==> config.mk <==
export PLATFORM = sky130hd
export DESIGN_NAME = stream_mux_rr
export DESIGN_NICKNAME = d
export VERILOG_FILES = /design/src/rtl/stream_mux_pkg.sv /design/src/rtl/rr_arbiter.sv /design/src/rtl/stream_mux_rr.sv
export SDC_FILE = /design/constraint.sdc
export NUM_CORES = 1
export LEC_CHECK = 0
export ABC_AREA = 0
export CAP_MARGIN = 20
export CORE_MARGIN = 4
export CORE_UTILIZATION = 35
export CTS_CLUSTER_DIAMETER = 60
export DETAILED_ROUTE_END_ITERATION = 10
export PLACE_DENSITY = 0.78
export SLEW_MARGIN = 20
export SYNTH_ARGS = -nofsm -noshare
export SYNTH_HDL_FRONTEND = slang
export SYNTH_SLANG_ARGS = --single-unit
==> constraint.sdc <==
create_clock -name clk -period 2.42 [get_ports clk]
set_clock_uncertainty 0.05 [all_clocks]
set_input_delay 0.484 -clock clk [delete_from_list [all_inputs] [get_ports clk]]
set_output_delay 0.484 -clock clk [all_outputs]
set_load 0.05 [all_outputs]
==> src/rtl/stream_mux_pkg.sv <==
// Shared constants for the handshaked N:1 stream multiplexer and its arbiter.
package stream_mux_pkg;

    localparam int MODE_RR    = 0;
    localparam int MODE_FIXED = 1;

    typedef logic [0:0] state_t;

    localparam state_t ST_IDLE   = 1'b0;
    localparam state_t ST_LOCKED = 1'b1;

    // Channel index width; a two-channel mux still needs one bit.
    function automatic int ch_width(input int n);
        return (n <= 2) ? 1 : $clog2(n);
    endfunction

endpackage

==> src/rtl/rr_arbiter.sv <==
// Picks one requesting channel: first request after the pointer (round-robin)
// or lowest requesting index (fixed priority).
module rr_arbiter
    import stream_mux_pkg::*;
#(
    parameter int N_CH = 4,
    parameter int MODE = MODE_RR,
    localparam int CH_W = ch_width(N_CH)
) (
    input  logic [N_CH-1:0] req_i,
    input  logic [CH_W-1:0] ptr_i,
    output logic [N_CH-1:0] grant_o,
    output logic [CH_W-1:0] grant_idx_o,
    output logic            grant_vld_o
);

    int base;
    int cand;

    // Fixed priority is the rotating search with the pointer pinned at the top
    // channel, so the scan always starts from index 0.
    always_comb begin
        base        = (MODE == MODE_FIXED) ? (N_CH - 1) : int'(ptr_i);
        cand        = 0;
        grant_idx_o = '0;
        grant_vld_o = 1'b0;
        for (int off = N_CH; off >= 1; off--) begin
            cand = (base + off) % N_CH;
            if (req_i[CH_W'(cand)]) begin
                grant_idx_o = CH_W'(cand);
                grant_vld_o = 1'b1;
            end
        end
    end

    for (genvar gi = 0; gi < N_CH; gi++) begin : g_onehot
        assign grant_o[gi] = grant_vld_o && (grant_idx_o == CH_W'(gi));
    end

endmodule

==> src/rtl/stream_mux_rr.sv <==
// N-channel valid/ready stream mux with per-packet channel lock and a single
// registered output beat tagged with its source channel.
module stream_mux_rr
    import stream_mux_pkg::*;
#(
    parameter int N_CH   = 4,
    parameter int DATA_W = 8,
    parameter int MODE   = MODE_RR,
    localparam int CH_W  = ch_width(N_CH)
) (
    input  logic                   clk,
    input  logic                   rst_n,
    input  logic [N_CH-1:0]        in_valid,
    output logic [N_CH-1:0]        in_ready,
    input  logic [N_CH*DATA_W-1:0] in_data,
    input  logic [N_CH-1:0]        in_last,
    output logic                   out_valid,
    input  logic                   out_ready,
    output logic [DATA_W-1:0]      out_data,
    output logic                   out_last,
    output logic [CH_W-1:0]        out_ch
);

    state_t              state_q, state_d;
    logic [CH_W-1:0]     lock_ch_q, lock_ch_d;
    logic [CH_W-1:0]     rr_ptr_q, rr_ptr_d;
    logic                out_valid_q, out_valid_d;
    logic [DATA_W-1:0]   out_data_q, out_data_d;
    logic                out_last_q, out_last_d;
    logic [CH_W-1:0]     out_ch_q, out_ch_d;

    logic [N_CH-1:0]     arb_grant;
    logic [CH_W-1:0]     arb_idx;
    logic                arb_vld;
    logic [N_CH-1:0]     lock_oh;

    logic                load_en;
    logic                locked;
    logic [CH_W-1:0]     sel_idx;
    logic                sel_vld;
    logic [N_CH-1:0]     sel_oh;
    logic [DATA_W-1:0]   sel_data;
    logic                sel_last;
    logic                accept;

    rr_arbiter #(
        .N_CH (N_CH),
        .MODE (MODE)
    ) u_arb (
        .req_i       (in_valid),
        .ptr_i       (rr_ptr_q),
        .grant_o     (arb_grant),
        .grant_idx_o (arb_idx),
        .grant_vld_o (arb_vld)
    );

    for (genvar gi = 0; gi < N_CH; gi++) begin : g_lock_oh
        assign lock_oh[gi] = (lock_ch_q == CH_W'(gi));
    end

    assign load_en = !out_valid_q || out_ready;
    assign locked  = (state_q == ST_LOCKED);

    // While a packet is in flight only the locked channel may be granted,
    // even if it is momentarily not valid.
    always_comb begin
        sel_idx  = locked ? lock_ch_q : arb_idx;
        sel_vld  = locked ? in_valid[lock_ch_q] : arb_vld;
        sel_oh   = locked ? lock_oh : arb_grant;
        sel_data = in_data[int'(sel_idx)*DATA_W +: DATA_W];
        sel_last = in_last[sel_idx];
        accept   = rst_n && load_en && sel_vld;
        in_ready = accept ? sel_oh : '0;
    end

    always_comb begin
        state_d     = state_q;
        lock_ch_d   = lock_ch_q;
        rr_ptr_d    = rr_ptr_q;
        out_valid_d = out_valid_q;
        out_data_d  = out_data_q;
        out_last_d  = out_last_q;
        out_ch_d    = out_ch_q;
        if (accept) begin
            out_valid_d = 1'b1;
            out_data_d  = sel_data;
            out_last_d  = sel_last;
            out_ch_d    = sel_idx;
            if (!locked) begin
                if (MODE == MODE_RR) begin
                    rr_ptr_d = sel_idx;
                end
                if (!sel_last) begin
                    state_d   = ST_LOCKED;
                    lock_ch_d = sel_idx;
                end
            end else if (sel_last) begin
                state_d = ST_IDLE;
            end
        end else if (out_ready) begin
            out_valid_d = 1'b0;
        end
    end

    always_ff @(posedge clk or negedge rst_n) begin
        if (!rst_n) begin
            state_q     <= ST_IDLE;
            lock_ch_q   <= '0;
            rr_ptr_q    <= CH_W'(N_CH - 1);
            out_valid_q <= 1'b0;
            out_data_q  <= '0;
            out_last_q  <= 1'b0;
            out_ch_q    <= '0;
        end else begin
            state_q     <= state_d;
            lock_ch_q   <= lock_ch_d;
            rr_ptr_q    <= rr_ptr_d;
            out_valid_q <= out_valid_d;
            out_data_q  <= out_data_d;
            out_last_q  <= out_last_d;
            out_ch_q    <= out_ch_d;
        end
    end

    assign out_valid = out_valid_q;
    assign out_data  = out_data_q;
    assign out_last  = out_last_q;
    assign out_ch    = out_ch_q;

endmodule

==> results.md, run 1 <==
- CP cell instances: mux2i_2, o221a_4, nor3b_2, a31oi_1, nor2_2, buf_12
- Worst R2R End: out_data[6]
- Vias: 1241
- HP Class: reg -> reg
- Failing checks: setup timing
- Post-synth EDFFs: 0
- Clock power frac: around 5.5%
- DR pass1 iterations: 4
- CP startpoint kind: flop
- Avg WL per Cell: roughly 15 um
- DIE AREA: about 4600 um2
- Final setup fails: 4
- First-pass GRT wire length: roughly 5.8 mm
- Leakage: between 0.9 and 1 nW
- Hold buffer count at cts: 0
- Vias in the first global route: roughly 1400
- Root Driver: clkbuf_4
- Post-Syn Area: approximately 1300 um2
- Vias per Instance: about 5.0
- Residual DRC count: 0
- Hold slack: 0.433 ns
- Worst slew pin tran: 0.642 ns
- Status: finished with violations
- Routed Antenna Nets: 0
- Arrival time at the worst endpoint: 1.96 ns
- Setup CP Type: reg -> out
- Worst path required time: 1.89 ns
- Slew margin rel.: between 50% and 60%
- Register share of total power: 21.9%
- Sw Ratio: about 47%
- Half-perimeter wire length after placement: approximately 2.8 mm
- Final Max Tran Viols: 0
- Port bufs: just under 60
- WL final: about 3.6 mm
- Pwr dens: around 1200 nW/um2
- Diode count: 0
- Highest clock rate: between 400 and 500 MHz
- I/O pin cnt: 59
- Cell internal pwr: roughly 1.4 mW
- GR Util met2: between 20 and 30%
- Peak VDD IR: between 0.6 and 0.7 mV
- CTS tree: yes
- Core area: about 3400 um2
- Crit end category: primary output
- Largest net degree at the start of global routing: 18
- DP Area: 2040 um2
- Max-cap violations: 0
- Asr flop ratio synth: between 90% and 100%
- Std-Cell Rows: 21
- Reg2Reg Depth: 6
- RR Startpoint: locked
- CP Max Fanout: 6
- Maximum clock insertion buffer count: 2
- Deepest level of the CTS H-tree: 1
- GRT overflow: 0
- Crit share post-route: 103%
- RePlAce Congestion: roughly 0.86
- Antenna violations before repair: 0
- Seq/Total Area, Yosys: 33.9%
- Area grow syn2layout: 72.6%
- Total Routing Usage GR: roughly 17%
- GRT met1 Usage: 18.4%
- Final Worst Setup Slack: -0.0705 ns
- Minimum clock period: 2.49 ns
- Min-delay src: out_ch[1]
- GRT busiest layer: met2
- Clk pin slew, worst setup/hold paths: 0.10 ns
- Top_reg_cell synth: dfrtp_1
- Final core utilization: 63.7%
- #FFs+latches synth: 17
- Met3 GRT Util: around 5.6%
- Sw Pwr: about 1.2 mW
- CTS buffer count: 3
- Mean Syn Cell Area: around 11 um2
- Worst skew pair latency: 0.28 ns
- Share of layout cells above drive strength 1: a little over a third
- Final hold vios: 0
- Combinational power share: between 70% and 80%
- CTS sink count: 17
- Initial core utilization: 36.9%
- DRT iter0 DRCs: 50
- Synth warnings: 0
- Distinct cells, synth: 37
- Die X: approximately 68 um
- Max stage delay on crit path: between 0.6 and 0.7 ns
- FF-to-FF setup slack: ~0.15 ns
- CP max-delay cell: dfstp_2
- Hold EP: out_ch[1]
- Finished Cell Area: 2180 um2
- Synthesized Nets: between 150 and 200
- Mapped Cells: 120
- Total power: ~2.6 mW
- Hold path cells: 2
- RSZ-0062 raised after global routing: yes
- Die height: 68.0 um
- Final-stage net count: ~250
-- logic make-up (layout without fill, tap and decap cells) --
family                 count (synthesis)  count (layout)  share of synthesized area [%]
AOI/OAI and AO/OA                     29              29                           23.5
and+or+nand+nor                       37              37                           14.0
buffers and inverters                 11              92                           6.94
muxes                                 26              26                           21.6
DFF                                   17              17                           33.9
-- layout make-up --
| type | count | area, um2 |
|---|---|---|
| Tap cell | 46 | 57.6 |
| Fill cell | 280 | 1240 |
| Inverter | 2 | 7.51 |
| Clock buffer | 3 | 22.5 |
| Sequential cell | 17 | 428 |
| Timing Repair Buffer | 86 | 842 |
| Multi-Input combinational cell | 92 | 815 |
| Clock inverter | 1 | 5.00 |
-- registers in the layout (all words and copies together) (netlist names) --
| signal | cells |
|---|---|
| locked | 1 |
| out_ch | 2 |
| out_last | 1 |
| rr_ptr_q | 2 |
| out_data | 8 |
| out_valid | 1 |
| lock_ch_q | 2 |
-- cell usage after synthesis, drive strengths merged (2+ instances only) --
cell type,count,area [um2]
a21oi,3,18.8
o221ai,8,120
nand2,17,63.8
inv,2,7.51
mux2,4,48.8
nor3,2,10.0
o21ai,6,30.0
a31oi,3,18.8
buf,8,76.3
nor3b,2,15.0
nand2b,4,25.0
dfstp,2,52.6
and3,2,12.5
mux2i,22,224
dfrtp,15,375
nor2,6,22.5
-- critical path, delay by kind of cell, from the launching register on --
family	cells	cell delay, ns
compound gates	2	0.31
flops	1	0.61
simple gates	2	0.35
mux	1	0.25
buf+inv	1	0.15
-- how the worst max path moves through the flow --
stage,cells after the start,startpoint,endpoint
final,6,rr_ptr_q[1],in_ready[0]
after global routing,8,rr_ptr_q[0],in_ready[3]
after CTS,6,rr_ptr_q[1],in_ready[0]
after detailed placement,8,in_valid[0],in_ready[0]
after global placement,8,in_valid[0],in_ready[0]
after floorplan,6,out_valid,in_ready[0]
-- through the flow --
step	std cells	setup slack, ns	TNS [ns]
after floorplan	120	-0.113	-0.225
after global placement	235	-0.299	-4.04
after detailed placement	235	-0.368	-5.51
after CTS	245	-0.0515	-0.0985
after global routing	247	-0.183	-0.637
final	247	-0.0705	-0.158
-- per-layer routing --
metal  wire length, um  part of all wire (%)  up-vias
met5                 0                     0        -
met4                46                   1.3        0
met3               326                   9.0        6
met2              1770                    49       61
met1              1480                    41      567
li1                  -                     -      607
-- power by group through the flow --
| stage | registers, mW | clock network [mW] | logic (mW) |
|---|---|---|---|
| 2_1_floorplan | 0.825 | 0 | 0.914 |
| 3_3_place_gp | 0.561 | 0 | 1.71 |
| 3_5_place_dp | 0.561 | 0 | 1.76 |
| 4_1_cts | 0.563 | 0.152 | 1.86 |
| 5_1_grt | 0.593 | 0.164 | 2.00 |
| 6_report | 0.570 | 0.144 | 1.89 |
-- cell usage in the layout, fill, tap and decap left out, types with 2 or more instances in the layout --
cell | netlist | layout
a21oi_2 | 1 | 2
a31oi_1 | 3 | 3
and3_1 | 2 | 2
buf_12 | 1 | 6
buf_2 | 3 | 3
buf_4 | 1 | 26
clkbuf_4 | 0 | 3
clkdlybuf4s50_1 | 0 | 50
dfrtp_1 | 15 | 15
dfstp_2 | 2 | 2
inv_1 | 2 | 2
mux2_1 | 3 | 3
mux2i_1 | 21 | 20
mux2i_2 | 1 | 2
nand2_1 | 17 | 17
nand2b_1 | 4 | 3
nor2_1 | 6 | 2
nor2_2 | 0 | 4
nor3_2 | 0 | 2
nor3b_2 | 0 | 2
o21ai_0 | 2 | 2
o21ai_1 | 4 | 3
o221ai_2 | 8 | 8
-- what timing repair did --
| item | CTS | global route |
|---|---|---|
| endpoints found under the setup margin | 15 | 4 |
| pin swaps | 10 | 5 |
| buffers inserted | 6 | 2 |
| gates resized for setup | 24 | 6 |
Note: power is estimated with default switching activity, not from simulation.
==> run 2, diff against run 1 <==
--- a/config.mk
+++ b/config.mk
@@ -12,6 +12,7 @@
 export CTS_CLUSTER_DIAMETER = 60
 export DETAILED_ROUTE_END_ITERATION = 10
 export PLACE_DENSITY = 0.78
+export RECOVER_POWER = 25
 export SLEW_MARGIN = 20
 export SYNTH_ARGS = -nofsm -noshare
 export SYNTH_HDL_FRONTEND = slang
==> run 2 against run 1 <==
  * The run still ends with setup timing left
  * Final cell count is the same
  * Final area shrank 0.17%
  * Count of clock-buffer cells in the layout is the same
  * Register-to-register slack is essentially flat
  * Via count is essentially flat
  * Hold slack is essentially flat
  * Die area is the same
  * Routed wire length is essentially flat
  * Utilization shrank 0.11 points
  * Critical endpoint unchanged
  * Highest routed layer unchanged
==> results.md, run 2 (same netlist as run 1, synthesis figures left out) <==
- Status: finished with violations
- Failing checks: setup timing
- CP Max Fanout: 6
- Worst skew pair latency: 0.28 ns
- Final Worst Setup Slack: -0.0705 ns
- Vias in the first global route: between 1000 and 1500
- Root Driver: clkbuf_4
- Routed Antenna Nets: 0
- Maximum clock insertion buffer count: 2
- Setup TNS: -0.158 ns
- Share of layout cells above drive strength 1: a little over a third
- Diode count: 0
- Cell family with most CP delay: flip-flops
- CP startpoint kind: flop
- Std-Cell Rows: 21
- Die height: 68.0 um
- Port bufs: 58
- First-pass GRT wire length: 5.84 mm
- Reg2Reg Depth: 6
- Clk pin slew, worst setup/hold paths: around 0.1 ns
- Most common cell after layout, fill and taps aside: clkdlybuf4s50_1
- Antenna violations before repair: 0
- Hold EP: out_ch[1]
- HP Class: reg -> reg
- CTS tree: yes
- Total Routing Usage GR: between 10% and 20%
- Worst path required time: about 1.9 ns
- I/O pin cnt: 59
- Total power: between 2 and 3 mW
- DIE AREA: between 4000 and 5000 um2
- Core area: approximately 3400 um2
- Half-perimeter wire length after placement: approximately 2.8 mm
- DR pass1 iterations: 4
- Commonest cells after routing, fill and taps aside: clkdlybuf4s50_1 (49), buf_4 (25), mux2i_1 (20)
- CP cell instances: mux2i_2, o221a_4, nor3b_2, a31oi_1, nor2_2, buf_12
- CP max-delay cell: dfstp_2
- Min-delay src: out_ch[1]
- RePlAce Congestion: between 0.8 and 0.9
- Setup CP Type: reg -> out
- Post-place setup slack: -0.368 ns
- Area grow syn2layout: 72.3%
- CTS sink count: 17
- Minimum clock period: between 2 and 2.5 ns
- Peak VDD IR: between 0.6 and 0.7 mV
- GRT overflow: 0
- Final Max Tran Viols: 0
- Residual DRC count: 0
- RSZ-0062 raised after global routing: yes
- Avg WL per Cell: 14.7 um
- Vias: around 1200
- Largest net degree at the start of global routing: 18
- Final hold vios: 0
- Final setup fails: 4
- FF-to-FF setup slack: 0.15 ns
- Leakage: between 0.9 and 1 nW
- Worst R2R End: out_data[6]
- Die X: between 60 and 70 um
- Worst Path Buf+Inv: 1
- Initial core utilization: 36.9%
- Vias per Instance: 5.02
- Hold buffer count at cts: 0
- WL final: about 3.6 mm
- Max-cap violations: 0
- Highest clock rate: 402 MHz
- Arrival time at the worst endpoint: about 2.0 ns
- CTS buffer count: 3
- Crit share post-route: 103%
- Hold slack: about 0.43 ns
- Max FFs per register: 8
- Worst slew pin tran: roughly 0.89 ns
- RR Startpoint: locked
- Final-stage net count: around 250
- Slew margin rel.: 40.9%
- Max stage delay on crit path: slightly above 0.6 ns
- Deepest level of the CTS H-tree: 1
- Pwr dens: about 1200 nW/um2
- DRT iter0 DRCs: 50
- Hold path cells: 2
- Crit end category: primary output
## run 2: through the flow
stage	util (%)	cell area (um2)	std cells
after floorplan	-	1270	120
after global placement	59.7	2040	235
after detailed placement	59.7	2040	235
after CTS	62.6	2140	245
after global routing	63.6	2170	247
final	63.6	2170	247
## run 2: power by group
group	switching [mW]	internal (mW)
combinational	0.985	0.903
sequential	0.144	0.427
clock	0.0830	0.0613
total	1.21	1.39
## run 2: worst register-to-register path, stage by stage (launching register included)
cell,delay [ns]
dfrtp_1,0.77
o211ai_2,0.16
a21o_2,0.27
buf_4,0.15
buf_4,0.14
or2_2,0.41
o221ai_2,0.23
## run 2: layer usage
layer / track usage (%) / up-vias / wire length, um
li1: - / 606 / -
met2: 28.8 / 61 / 1780
met1: 18.4 / 567 / 1480
met5: 0 / - / 0
met4: 8.93 / 0 / 46
met3: 5.58 / 6 / 326
## run 2: area by class of cell
cell class / instances / area (um2)
clock buffer: 3 / 22.5
inverter: 2 / 7.51
clock inverter: 1 / 5.00
sequential: 17 / 428
tap: 46 / 57.6
multi-input combinational: 92 / 815
timing repair buffer: 86 / 838
fill: 281 / 1240
## run 2: how the worst max path moves through the flow
| stage | to | slack (ns) | cells past startpoint | from |
|---|---|---|---|---|
| after CTS | in_ready[0] | -0.05 | 6 | rr_ptr_q[1] |
| after floorplan | in_ready[0] | -0.11 | 6 | out_valid |
| after global routing | in_ready[3] | -0.18 | 8 | rr_ptr_q[0] |
| after global placement | in_ready[0] | -0.30 | 8 | in_valid[0] |
| final | in_ready[0] | -0.07 | 6 | rr_ptr_q[1] |
| after detailed placement | in_ready[0] | -0.37 | 8 | in_valid[0] |
## run 2: repair_timing
action,4_1_cts,5_1_grt
pin swaps,10,5
resized for setup,24,6
endpoints found under the hold margin,0,0
gates cloned,0,0
buffers inserted,6,2
setup endpoints to repair,15,4
